**src/rtl/te_round_sched_if.sv**
```systemverilog
// te_round_sched_if: finder/correlator handshake bundle between the round scheduler and its datapath
//   master (scheduler): drives latch_enable_channel, start_find, corr_start, corr_ch_en
//   slave  (datapath) : drives find_channel_done, physical_channel_en, channel_remain, corr_done
interface te_round_sched_if;
   logic        latch_enable_channel;
   logic        start_find;
   logic        find_channel_done;
   logic [3:0]  physical_channel_en;
   logic [31:0] channel_remain;
   logic        corr_start;
   logic [3:0]  corr_ch_en;
   logic        corr_done;
   modport master (
      output latch_enable_channel, start_find, corr_start, corr_ch_en,
      input  find_channel_done, physical_channel_en, channel_remain, corr_done
   );
   modport slave (
      input  latch_enable_channel, start_find, corr_start, corr_ch_en,
      output find_channel_done, physical_channel_en, channel_remain, corr_done
   );
endinterface

```
**src/rtl/te_round_sched.sv**
```systemverilog
// te_round_sched: sequences one correlation round over 32 channels in batches of up to 4
//   clk, rst         : clock, asynchronous active-high reset
//   round_start_i    : request a new round (ignored and flagged as overrun while busy)
//   round_abort_i    : terminate the round in progress without round_done
//   overrun_clr_i    : clears overrun_o and corr_timeout_o
//   dp               : finder/correlator handshake (te_round_sched_if.master)
//   busy_o           : round in progress
//   round_done_o     : one-cycle pulse at round end
//   batch_count_o    : batches correlated in the last completed round
//   overrun_o        : sticky, round_start arrived while busy
//   corr_timeout_o   : sticky, correlator timed out (only with TE_ROUND_TIMEOUT_EN)
// Optional feature: define TE_ROUND_TIMEOUT_EN to abort a WAIT_CORR that lasts TIMEOUT_CYCLES.
module te_round_sched #(
   parameter int unsigned TIMEOUT_CYCLES = 1024
) (
   input  logic             clk,
   input  logic             rst,
   input  logic             round_start_i,
   input  logic             round_abort_i,
   input  logic             overrun_clr_i,
   te_round_sched_if.master dp,
   output logic             busy_o,
   output logic             round_done_o,
   output logic [3:0]       batch_count_o,
   output logic             overrun_o,
   output logic             corr_timeout_o
);
   typedef enum logic [2:0] {IDLE, LATCH, FIND, WAIT_FIND, CORR, WAIT_CORR, DONE} state_t;
   state_t     state_q, state_d;
   logic [3:0] ch_en_q, ch_en_d;
   logic [3:0] bcnt_q, bcnt_d;
   logic [3:0] batch_count_q, batch_count_d;
   logic       overrun_q, overrun_d;
   logic       abort;
   logic       expire;
   // a start arriving together with an abort in IDLE wins, so abort only counts once busy
   assign abort = round_abort_i && state_q != IDLE;
`ifdef TE_ROUND_TIMEOUT_EN
   logic [15:0] tmr_q, tmr_d;
   logic        timeout_q, timeout_d;
   // a corr_done in the expiry cycle is a normal completion
   assign expire = state_q == WAIT_CORR && !dp.corr_done && tmr_q == 16'(TIMEOUT_CYCLES - 1);
   always_comb begin
      tmr_d     = state_q == CORR ? 16'd0 : state_q == WAIT_CORR ? tmr_q + 16'd1 : tmr_q;
      timeout_d = (expire && !abort) || (timeout_q && !overrun_clr_i);
   end
   always_ff @(posedge clk or posedge rst) begin
      if (rst) begin
         tmr_q     <= '0;
         timeout_q <= 1'b0;
      end else begin
         tmr_q     <= tmr_d;
         timeout_q <= timeout_d;
      end
   end
   assign corr_timeout_o = timeout_q;
`else
   logic unused_timeout;
   assign unused_timeout = TIMEOUT_CYCLES == 0;
   assign expire         = 1'b0;
   assign corr_timeout_o = 1'b0;
`endif
   always_comb begin
      state_d       = state_q;
      ch_en_d       = ch_en_q;
      bcnt_d        = bcnt_q;
      batch_count_d = batch_count_q;
      overrun_d     = (round_start_i && state_q != IDLE) || (overrun_q && !overrun_clr_i);
      case (state_q)
         IDLE:      state_d = round_start_i ? LATCH : IDLE;
         LATCH: begin
            bcnt_d  = '0;
            state_d = FIND;
         end
         FIND:      state_d = WAIT_FIND;
         WAIT_FIND: begin
            if (dp.find_channel_done) begin
               if (dp.physical_channel_en == 4'd0) begin
                  state_d = DONE;
               end else begin
                  ch_en_d = dp.physical_channel_en;
                  bcnt_d  = bcnt_q == 4'hF ? bcnt_q : bcnt_q + 4'd1;
                  state_d = CORR;
               end
            end
         end
         CORR:      state_d = WAIT_CORR;
         WAIT_CORR: begin
            if (dp.corr_done) state_d = dp.channel_remain == 32'd0 ? DONE : FIND;
            else if (expire) state_d = DONE;
         end
         DONE: begin
            batch_count_d = bcnt_q;
            state_d       = IDLE;
         end
         default:   state_d = IDLE;
      endcase
      if (abort) begin
         state_d       = IDLE;
         ch_en_d       = ch_en_q;
         batch_count_d = batch_count_q;
      end
   end
   always_ff @(posedge clk or posedge rst) begin
      if (rst) begin
         state_q       <= IDLE;
         ch_en_q       <= '0;
         bcnt_q        <= '0;
         batch_count_q <= '0;
         overrun_q     <= 1'b0;
      end else begin
         state_q       <= state_d;
         ch_en_q       <= ch_en_d;
         bcnt_q        <= bcnt_d;
         batch_count_q <= batch_count_d;
         overrun_q     <= overrun_d;
      end
   end
   assign dp.latch_enable_channel = state_q == LATCH;
   assign dp.start_find           = state_q == FIND;
   assign dp.corr_start           = state_q == CORR;
   assign dp.corr_ch_en           = ch_en_q;
   assign busy_o                  = state_q != IDLE;
   assign round_done_o            = state_q == DONE;
   assign batch_count_o           = batch_count_q;
   assign overrun_o               = overrun_q;
endmodule

```
**src/flat_wrapper.sv**
```systemverilog
// flat-port wrapper written by rule: the top's interface ports become plain ports
module te_round_sched_flat 
#(
   parameter int unsigned TIMEOUT_CYCLES = 1024
)
  (clk, rst, round_start_i, round_abort_i, overrun_clr_i, busy_o, round_done_o, batch_count_o, overrun_o, corr_timeout_o, dp_latch_enable_channel, dp_start_find, dp_corr_start, dp_corr_ch_en, dp_find_channel_done, dp_physical_channel_en, dp_channel_remain, dp_corr_done);
  te_round_sched_if dp_i ();
  input  logic clk;
  input  logic rst;
  input  logic round_start_i;
  input  logic round_abort_i;
  input  logic overrun_clr_i;
  output logic busy_o;
  output logic round_done_o;
  output logic [3:0] batch_count_o;
  output logic overrun_o;
  output logic corr_timeout_o;
  output wire logic [$bits(dp_i.latch_enable_channel)-1:0] dp_latch_enable_channel;
  output wire logic [$bits(dp_i.start_find)-1:0] dp_start_find;
  output wire logic [$bits(dp_i.corr_start)-1:0] dp_corr_start;
  output wire logic [$bits(dp_i.corr_ch_en)-1:0] dp_corr_ch_en;
  input wire logic [$bits(dp_i.find_channel_done)-1:0] dp_find_channel_done;
  input wire logic [$bits(dp_i.physical_channel_en)-1:0] dp_physical_channel_en;
  input wire logic [$bits(dp_i.channel_remain)-1:0] dp_channel_remain;
  input wire logic [$bits(dp_i.corr_done)-1:0] dp_corr_done;
  assign dp_latch_enable_channel = dp_i.latch_enable_channel;
  assign dp_start_find = dp_i.start_find;
  assign dp_corr_start = dp_i.corr_start;
  assign dp_corr_ch_en = dp_i.corr_ch_en;
  assign dp_i.find_channel_done = dp_find_channel_done;
  assign dp_i.physical_channel_en = dp_physical_channel_en;
  assign dp_i.channel_remain = dp_channel_remain;
  assign dp_i.corr_done = dp_corr_done;
  te_round_sched #(.TIMEOUT_CYCLES(TIMEOUT_CYCLES)) u_core (.clk(clk), .rst(rst), .round_start_i(round_start_i), .round_abort_i(round_abort_i), .overrun_clr_i(overrun_clr_i), .dp(dp_i), .busy_o(busy_o), .round_done_o(round_done_o), .batch_count_o(batch_count_o), .overrun_o(overrun_o), .corr_timeout_o(corr_timeout_o));
endmodule
```
**config.mk**
```make
export PLATFORM = sky130hd
export DESIGN_NAME = te_round_sched_flat
export DESIGN_NICKNAME = d
export VERILOG_FILES = /design/src/rtl/te_round_sched_if.sv /design/src/rtl/te_round_sched.sv /design/src/flat_wrapper.sv
export SDC_FILE = /design/constraint.sdc
export NUM_CORES = 1
export LEC_CHECK = 0
export CORE_MARGIN = 1.5
export CORE_UTILIZATION = 39
export DETAILED_ROUTE_END_ITERATION = 10
export PLACE_DENSITY = 0.91
export SETUP_SLACK_MARGIN = 0.1
export SYNTH_ARGS = -nofsm -noshare
export SYNTH_HDL_FRONTEND = slang
export SYNTH_SLANG_ARGS = --single-unit
```
**constraint.sdc**
```tcl
create_clock -name clk -period 3.06 [get_ports clk]
set_clock_uncertainty 0.2 [all_clocks]
set_input_delay 0.765 -clock clk [delete_from_list [all_inputs] [get_ports clk]]
set_output_delay 0.765 -clock clk [all_outputs]
set_load 0.05 [all_outputs]
```
After elaboration in Yosys (flattened, before gate mapping). Index checks and enable logic that the tools add are counted. Widths: inputs -> output; s select.

Register bits after elaboration: 16. Latch bits: 0. Memory bits (writable): 0. Bits in read-only memories: 0. Logic and storage cells: 45. Memories: 0.

$add $sub $neg: 1. $mul: 0. Div/mod/pow operators: 0. Order comparisons: 0. Equal/unequal tests: 12. Shifts and indexed selects: 0. Multiplexer cells: 11. Bitwise operators: 2. Reductions and logical operators: 14.

Operators by type and width (number): $logic_not 32->1 (1); $pmux 3 s6 (1); $mux 3 (4); $mux 4 (3); $eq 3x3->1 const B (3); $pmux 4 s2 (1); $reduce_and 4->1 (2); $eq 3x2->1 const B (2); $ne 2x2->1 const B (3); $ne 3x2->1 const B (2); $add 4x1->4 const B (1); $eq 4x4->1 const B (1); $logic_not 4->1 (1); $reduce_and 2->1 (2); $eq 3x1->1 const B (1); $logic_and 1x1->1 (3); $logic_not 3->1 (1); $reduce_bool 3->1 (1); $mux 2 (1); $not 1->1 (2); $reduce_bool 2->1 (1); $logic_not 1->1 (1); $logic_or 1x1->1 (1); $mux 1 (1).

Depth between registers and ports, before layout. Gate-level depths: netlist of the first run.

Depth in word-level cells: 5. Depth in mapped cells: 5.

Worst setup path before layout of the first run. Ideal clock, no wire load.

Path kind: flip-flop to output port. Start: register u_core.state_q[2]. End: output dp_latch_enable_channel. Arrival: 1.371 ns. Required time: 2.095 ns. Slack: 0.724 ns. Cell stages (with the launch flop): 4. Cell sequence: dfrtp_1 > buf_4 > nand2b_4 > nor2_1.

Longest elaborated chain between the ends: 1.

RTL lines: from (decl) (RTL line te_round_sched.sv:29) `state_t state_q, state_d;`; from (signal assigned) (RTL line te_round_sched.sv:112) `state_q <= state_d;`; $eq 3x1->1 (RTL line te_round_sched.sv:119) `assign dp.latch_enable_channel = state_q == LATCH;`; to (decl) (RTL line flat_wrapper.sv:18) `output wire logic [$bits(dp_i.latch_enable_channel)-1:0] dp_latch_enable_channel;`.

Every way passes these cells.

Worst setup path in the final report of the first run.
Start: register u_core.state_q[1]. End: output dp_corr_start.

Longest elaborated chain between the ends: 1.

RTL lines: $eq 3x3->1 (RTL line te_round_sched.sv:121) `assign dp.corr_start = state_q == CORR;`; to (decl) (RTL line flat_wrapper.sv:20) `output wire logic [$bits(dp_i.corr_start)-1:0] dp_corr_start;`.

Every way passes these cells.

==> results of run 1 <==
-- final cells by class --
cell class	instances	area (µm²)	area share (%)
clock buffers	4	36.28	2.296
multi-input cells	74	510.5	32.30
well taps	28	35.03	2.217
repair buffers	57	575.6	36.42
flip-flops and latches	16	400.4	25.34
inverters	6	22.52	1.425
-- kinds of logic (layout without fill, tap and decap cells) --
group | count (synthesis) | count (layout)
simple gates | 45 | 45
xor+xnor | 3 | 3
other cells | 1 | 1
buf+inv | 10 | 67
fa+ha+maj | 1 | 1
mux | 7 | 7
flops | 16 | 16
compound gates | 17 | 17
-- path summary, 6_finish.rpt --
check	startpoint	to	slack (ns)	cells past startpoint
max in group asynchronous	rst	u_core.state_q[1]	1.65	2
worst min register to register	u_core.dp.corr_ch_en[0]	u_core.dp.corr_ch_en[0]	0.29	1
worst max register to register	u_core.state_q[1]	u_core.batch_count_o[2]	1.19	3
min in group asynchronous	rst	u_core.bcnt_q[3]	0.63	2
worst max-delay path	u_core.state_q[1]	dp_corr_start	0.52	3
worst min-delay path	u_core.dp.corr_ch_en[0]	u_core.dp.corr_ch_en[0]	0.29	1
-- flip-flops by register name, summed over array words and instances, names as in the netlist --
name                  count
u_core.state_q            3
u_core.dp.corr_ch_en      4
u_core.batch_count_o      4
u_core.bcnt_q             4
u_core.overrun_o          1
-- power groups by stage --
stage | combinational [W] | sequential, W | clock, W
5_1_grt | 0.000654 | 0.000339 | 0.000153
4_1_cts | 0.000621 | 0.000328 | 0.000137
3_3_place_gp | 0.000602 | 0.000326 | 0
2_1_floorplan | 0.000278 | 0.000448 | 0
3_5_place_dp | 0.000618 | 0.000332 | 0
6_report | 0.000614 | 0.000328 | 0.000134
-- metal layers --
layer / global-route usage (%) / vias to the layer above
met5: 0 / -
met4: 5.983 / 0
met3: 7.429 / 4
met2: 37.71 / 31
met1: 22.42 / 454
li1: - / 478
-- repair_timing --
action,CTS,global route
hold endpoints to repair,0,0
resized for setup,0,4
setup endpoints to repair,0,4
-- stage by stage --
stage | hold slack, ns | power (W)
2_1_floorplan | 0.3158 | 0.0007268
3_3_place_gp | 0.2683 | 0.0009281
3_5_place_dp | 0.2783 | 0.0009507
4_1_cts | 0.2982 | 0.001085
5_1_grt | 0.3234 | 0.001147
6_report | 0.2911 | 0.001076
-- Yosys cell counts (3+ instances only) --
master and instances:
mux2_1 3, nand3_1 5, a21oi_1 4, mux2_2 4
nand2_1 7, o22ai_1 4, nor3_1 3, dfrtp_1 16
nor4_1 7, o21ai_0 3, nor2_1 11, inv_1 6
-- worst register-to-register path: stages, from the launching register on --
cell and delay (ns):
dfrtp_1 0.55, nand2_1 0.16, nor3_1 0.45, mux2_2 0.40
==> impl_metrics.ini, run 1 <==
[placed_design]
pre_cts_slack_ns = 0.4449
dp_hpwl_um = 2186
place_congestion = 0.7262
placed_cells = 181
port_buffers = 56
place_area_um2 = 1534

[clock_tree]
clockRootBuffer = clkbuf_4
post_cts_buffers = 0
h-tree-depth = 1
cts_tree = done
clk_pin_slew_worst_paths_ns = 0.09
cts_hold_buf = 0
clock_latency_ns = 0.28
cts_buffer_depth = 2
cts-buffers-inserted = 3
numClockSinks = 16

[logic_synthesis]
netlist.area_leader.share_pct = 41.83
yosys.area_share.simple_pct = 26.27
ys_async_sr_fraction_pct = 100.0
ys_top_cells_by_area = dfrtp_1 (42%), mux2_2 (4.7%), nor4_1 (4.6%)
synth_mux_area_share_pct = 8.235
synth_adder_area_share_pct = 1.307
syn_area_per_cell_um2 = 9.572
synth_xor_area_share_pct = 2.745
synth_area_um2 = 957.2
syn-num-nets = 144
synthFlopType = dfrtp_1
synth_warnings = 0
ys_seq_area_share_pct = 41.83
synth_top_family_by_area = simple AND/OR/NAND/NOR gates
synthDistinctLibCells = 36
yosys.area.top_type = dfrtp_1
synth_edf_count = 0
synth_seq_cells = 16
synth_compound_gate_area_share_pct = 14.38
syn_inst = 100

[finish]
finalNonFillerCells = 185
final_util_pct = 70.09
fin_nets = 202
final_cell_area_um2 = 1580
num_antenna_cells = 0
syn2layout_area_growth_pct = 65.10
mostFrequentLayoutCell = clkdlybuf4s50_1
layout-drive-gt1-share_pct = 10.19
final_cell_mix = clkdlybuf4s50_1 (51), dfrtp_1 (16), nor2_1 (11), nor4_1 (7), nand2_1 (7)
fillers = 179

[global_routing]
grt_pass1_vias = 1000
antenna_found_initial = 0
grt_pass1_wl_um = 4146
grt_max_degree = 17
grt_overflow = 0
grt_usage_pct = 20.80

[pwr]
p_int_w = 0.0005840
seq_power_share_pct = 30.5
p_leak_nw = 0.7115
p_sw_w = 0.0004919
powerDensity_nw_per_um2 = 680.9
p_sw_share_pct = 45.72
pwr-share-comb_pct = 57.1
p_clk_share_pct = 12.4
ir_drop_mv = 0.5054

[sta]
hold_viol_final = 0
min_period_ns = 2.540
fmax_ghz = 0.3937
drv_slew = 0
final.setup.worst_slack_ns = 0.5201
slew_headroom_pct = 61.78
period_share_pct = 83.00
setup_tns_ns = 0
worst_slew_pin_slew_ns = 0.5727
finalSetupViolCount = 0
rsz0062_at_grt = no

[detailed_routing]
wl_met1_um = 1026
drt-wirelength-per-cell_um = 13.92
drt_iter0_markers = 21
dr_total_vias = 967
met2_length_um = 1348
maxUsedRoutingLayer = met4
first_pass_iters = 4
routed_wl_um = 2576
viasPerCell = 5.227
ant_nets = 0
wl_met3_um = 153
drc = 0

[die]
core_area_um2 = 2255
dieWidth_um = 52.54
pin_count = 58
die_h_um = 52.54
dieArea_um2 = 2760
rows = 17
start_util_pct = 42.45

[critical_path]
slowest_stage = dfrtp_1
cp.buffers_inverters = 1
cp-start-kind = flip-flop
cp.arrival_ns = 1.57
crit_family = flip-flops
worstPathMaxFanout = 13
worstPathRequired_ns = 2.09
crit_chain = nand2b_1 -> nor2_1 -> dlymetal6s2s_1
end_kind = output port
critical_path_class = reg2out
max_stage_delay_ns = 0.51

[hold_path]
hold_class = reg2reg

[flow_run]
drv_cap = 0

[run_status]
status = finished clean
No activity file was read; power rests on OpenSTA's default activity.
==> run 2: changes to the inputs <==
--- a/config.mk
+++ b/config.mk
@@ -6,9 +6,9 @@
 export NUM_CORES = 1
 export LEC_CHECK = 0
 export CORE_MARGIN = 1.5
-export CORE_UTILIZATION = 39
+export CORE_UTILIZATION = 37
 export DETAILED_ROUTE_END_ITERATION = 10
-export PLACE_DENSITY = 0.91
+export PLACE_DENSITY = 0.87
 export SETUP_SLACK_MARGIN = 0.1
 export SYNTH_ARGS = -nofsm -noshare
 export SYNTH_HDL_FRONTEND = slang
==> constraint.sdc (replaced) <==
create_clock -name clk -period 2.7 [get_ports clk]
set_clock_uncertainty 0.2 [all_clocks]
set_input_delay 0.675 -clock clk [delete_from_list [all_inputs] [get_ports clk]]
set_output_delay 0.675 -clock clk [all_outputs]
set_load 0.05 [all_outputs]
==> run 2 against run 1 <==
  * Count of clock-buffer cells in the layout shrank 1
  * First-iteration DRC count shrank 24%
  * Final cell count up 1.1%
  * Utilization shrank 6.1 points
  * Sequential power increased by 24%
  * Non-clock buffer count up 1
  * Register-to-register slack lost 0.29 ns
  * Critical path depth did not move
  * Sequential cell count unchanged
  * Largest power group unchanged
==> impl_metrics.ini, run 2 (synthesis results as in run 1) <==
[run_status]
status = finished clean

[critical_path]
rr_worst_depth = 5
cp-start-kind = flip-flop
end_kind = output port
worstPathMaxFanout = 10
cp.arrival_ns = 1.50
rrSetupSlack_ns = 0.90
worstPathRequired_ns = 1.82
r2r_end = u_core.bcnt_q[1]
r2r_start = u_core.bcnt_q[0]
critical_path_class = reg2out

[clock_tree]
clk_pin_slew_worst_paths_ns = 0.09
h-tree-depth = 1
cts_tree = done
cts_buffer_depth = 2
clockRootBuffer = clkbuf_4
numClockSinks = 16
post_cts_buffers = 0
cts_hold_buf = 0
cts-buffers-inserted = 3
clock_latency_ns = 0.28

[placed_design]
place_congestion = 0.8703
pre_cts_slack_ns = 0.2423
port_buffers = 56
dp_hpwl_um = 2070

[finish]
final_cell_mix = clkdlybuf4s50_1 (51), dfrtp_1 (15), nor2_1 (11), nor4_1 (7), nand2_1 (7)
syn2layout_area_growth_pct = 64.05
mostFrequentLayoutCell = clkdlybuf4s50_1
layout-drive-gt1-share_pct = 13.38
num_antenna_cells = 0
fin_nets = 203
fillers = 198

[sta]
hold_viol_final = 0
drv_slew = 0
final.setup.worst_slack_ns = 0.3294
hold_slack_ns = 0.2919
rsz0062_at_grt = no
finalSetupViolCount = 0
slew_headroom_pct = 60.62
setup_tns_ns = 0
worst_slew_pin_slew_ns = 0.5900
min_period_ns = 2.371
fmax_ghz = 0.4218
period_share_pct = 87.80

[global_routing]
grt_usage_pct = 19.56
grt_pass1_wl_um = 4133
grt_overflow = 0
antenna_found_initial = 0
grt_pass1_vias = 933
grt_max_degree = 17

[detailed_routing]
drc = 0
routed_wl_um = 2510
first_pass_iters = 5
drt-wirelength-per-cell_um = 13.42
drt_iter0_markers = 16
viasPerCell = 5.080
dr_total_vias = 950
ant_nets = 0

[die]
dieWidth_um = 53.86
rows = 18
core_area_um2 = 2455
dieArea_um2 = 2901
die_h_um = 53.86
start_util_pct = 38.99
pin_count = 58

[hold_path]
hold_class = reg2reg
hp-start = u_core.dp.corr_ch_en[0]
hold_path_depth = 1
min_to = u_core.dp.corr_ch_en[0]

[flow_run]
drv_cap = 0

[pwr]
p_leak_nw = 0.6571
powerDensity_nw_per_um2 = 765.4
ir_drop_mv = 0.6136
[run 2: report_power, final]
part / leakage, nW / switching (W) / internal (W)
Clock: 0.0138 / 0.0000725 / 0.0000517
Combinational: 0.433 / 0.000395 / 0.000276
Sequential: 0.210 / 0.0000974 / 0.000310
Total: 0.657 / 0.000565 / 0.000637
[run 2: repair_timing]
item | 4_1_cts | 5_1_grt
setup endpoints to repair | 0 | 1
endpoints found under the hold margin | 0 | 0
resized for setup | 0 | 1
[run 2: layer usage]
metal / track usage (%) / up-vias / wire length (µm)
li1: - / 479 / -
met1: 24.74 / 448 / 1048
met2: 34.76 / 19 / 1351
met3: 2.500 / 4 / 89
met4: 5.128 / 0 / 21
met5: 0 / - / 0
[run 2: worst max-delay path by stage]
stage,from,to,slack [ns],cells after the start
global placement,dp_physical_channel_en[0],u_core.dp.corr_ch_en[3],0.29,4
global route,u_core.state_q[2],dp_latch_enable_channel,0.24,3
floorplan,u_core.state_q[2],dp_latch_enable_channel,0.45,3
CTS,u_core.state_q[0],dp_latch_enable_channel,0.24,3
finish,u_core.state_q[2],dp_latch_enable_channel,0.33,3
detailed placement,dp_physical_channel_en[0],u_core.dp.corr_ch_en[3],0.24,4
[run 2: worst max-delay path, cell delays in order, from the launching register on]
cell,delay (ns)
dfrtp_1,0.49
nand2b_4,0.22
nor2_1,0.31
buf_12,0.19
[run 2: cell type report]
class	instances	area, µm²	share of cell area [%]
Clock buffer	3	22.52	1.434
Multi-Input combinational cell	74	510.5	32.51
Tap cell	30	37.54	2.390
Sequential cell	16	401.6	25.58
Timing Repair Buffer	58	575.6	36.65
Inverter	6	22.52	1.434
[run 2: metrics by stage]
stage                     instances  instance area (µm²)  utilization [%]  total power (W)
after global placement          184                 1546            63.00         0.001058
after detailed placement        184                 1546            63.00         0.001077
after floorplan                 100                957.2                -        0.0008237
final                           187                 1570            63.97         0.001202
after CTS                       187                 1569            63.91         0.001202
after global routing            187                 1570            63.97         0.001270
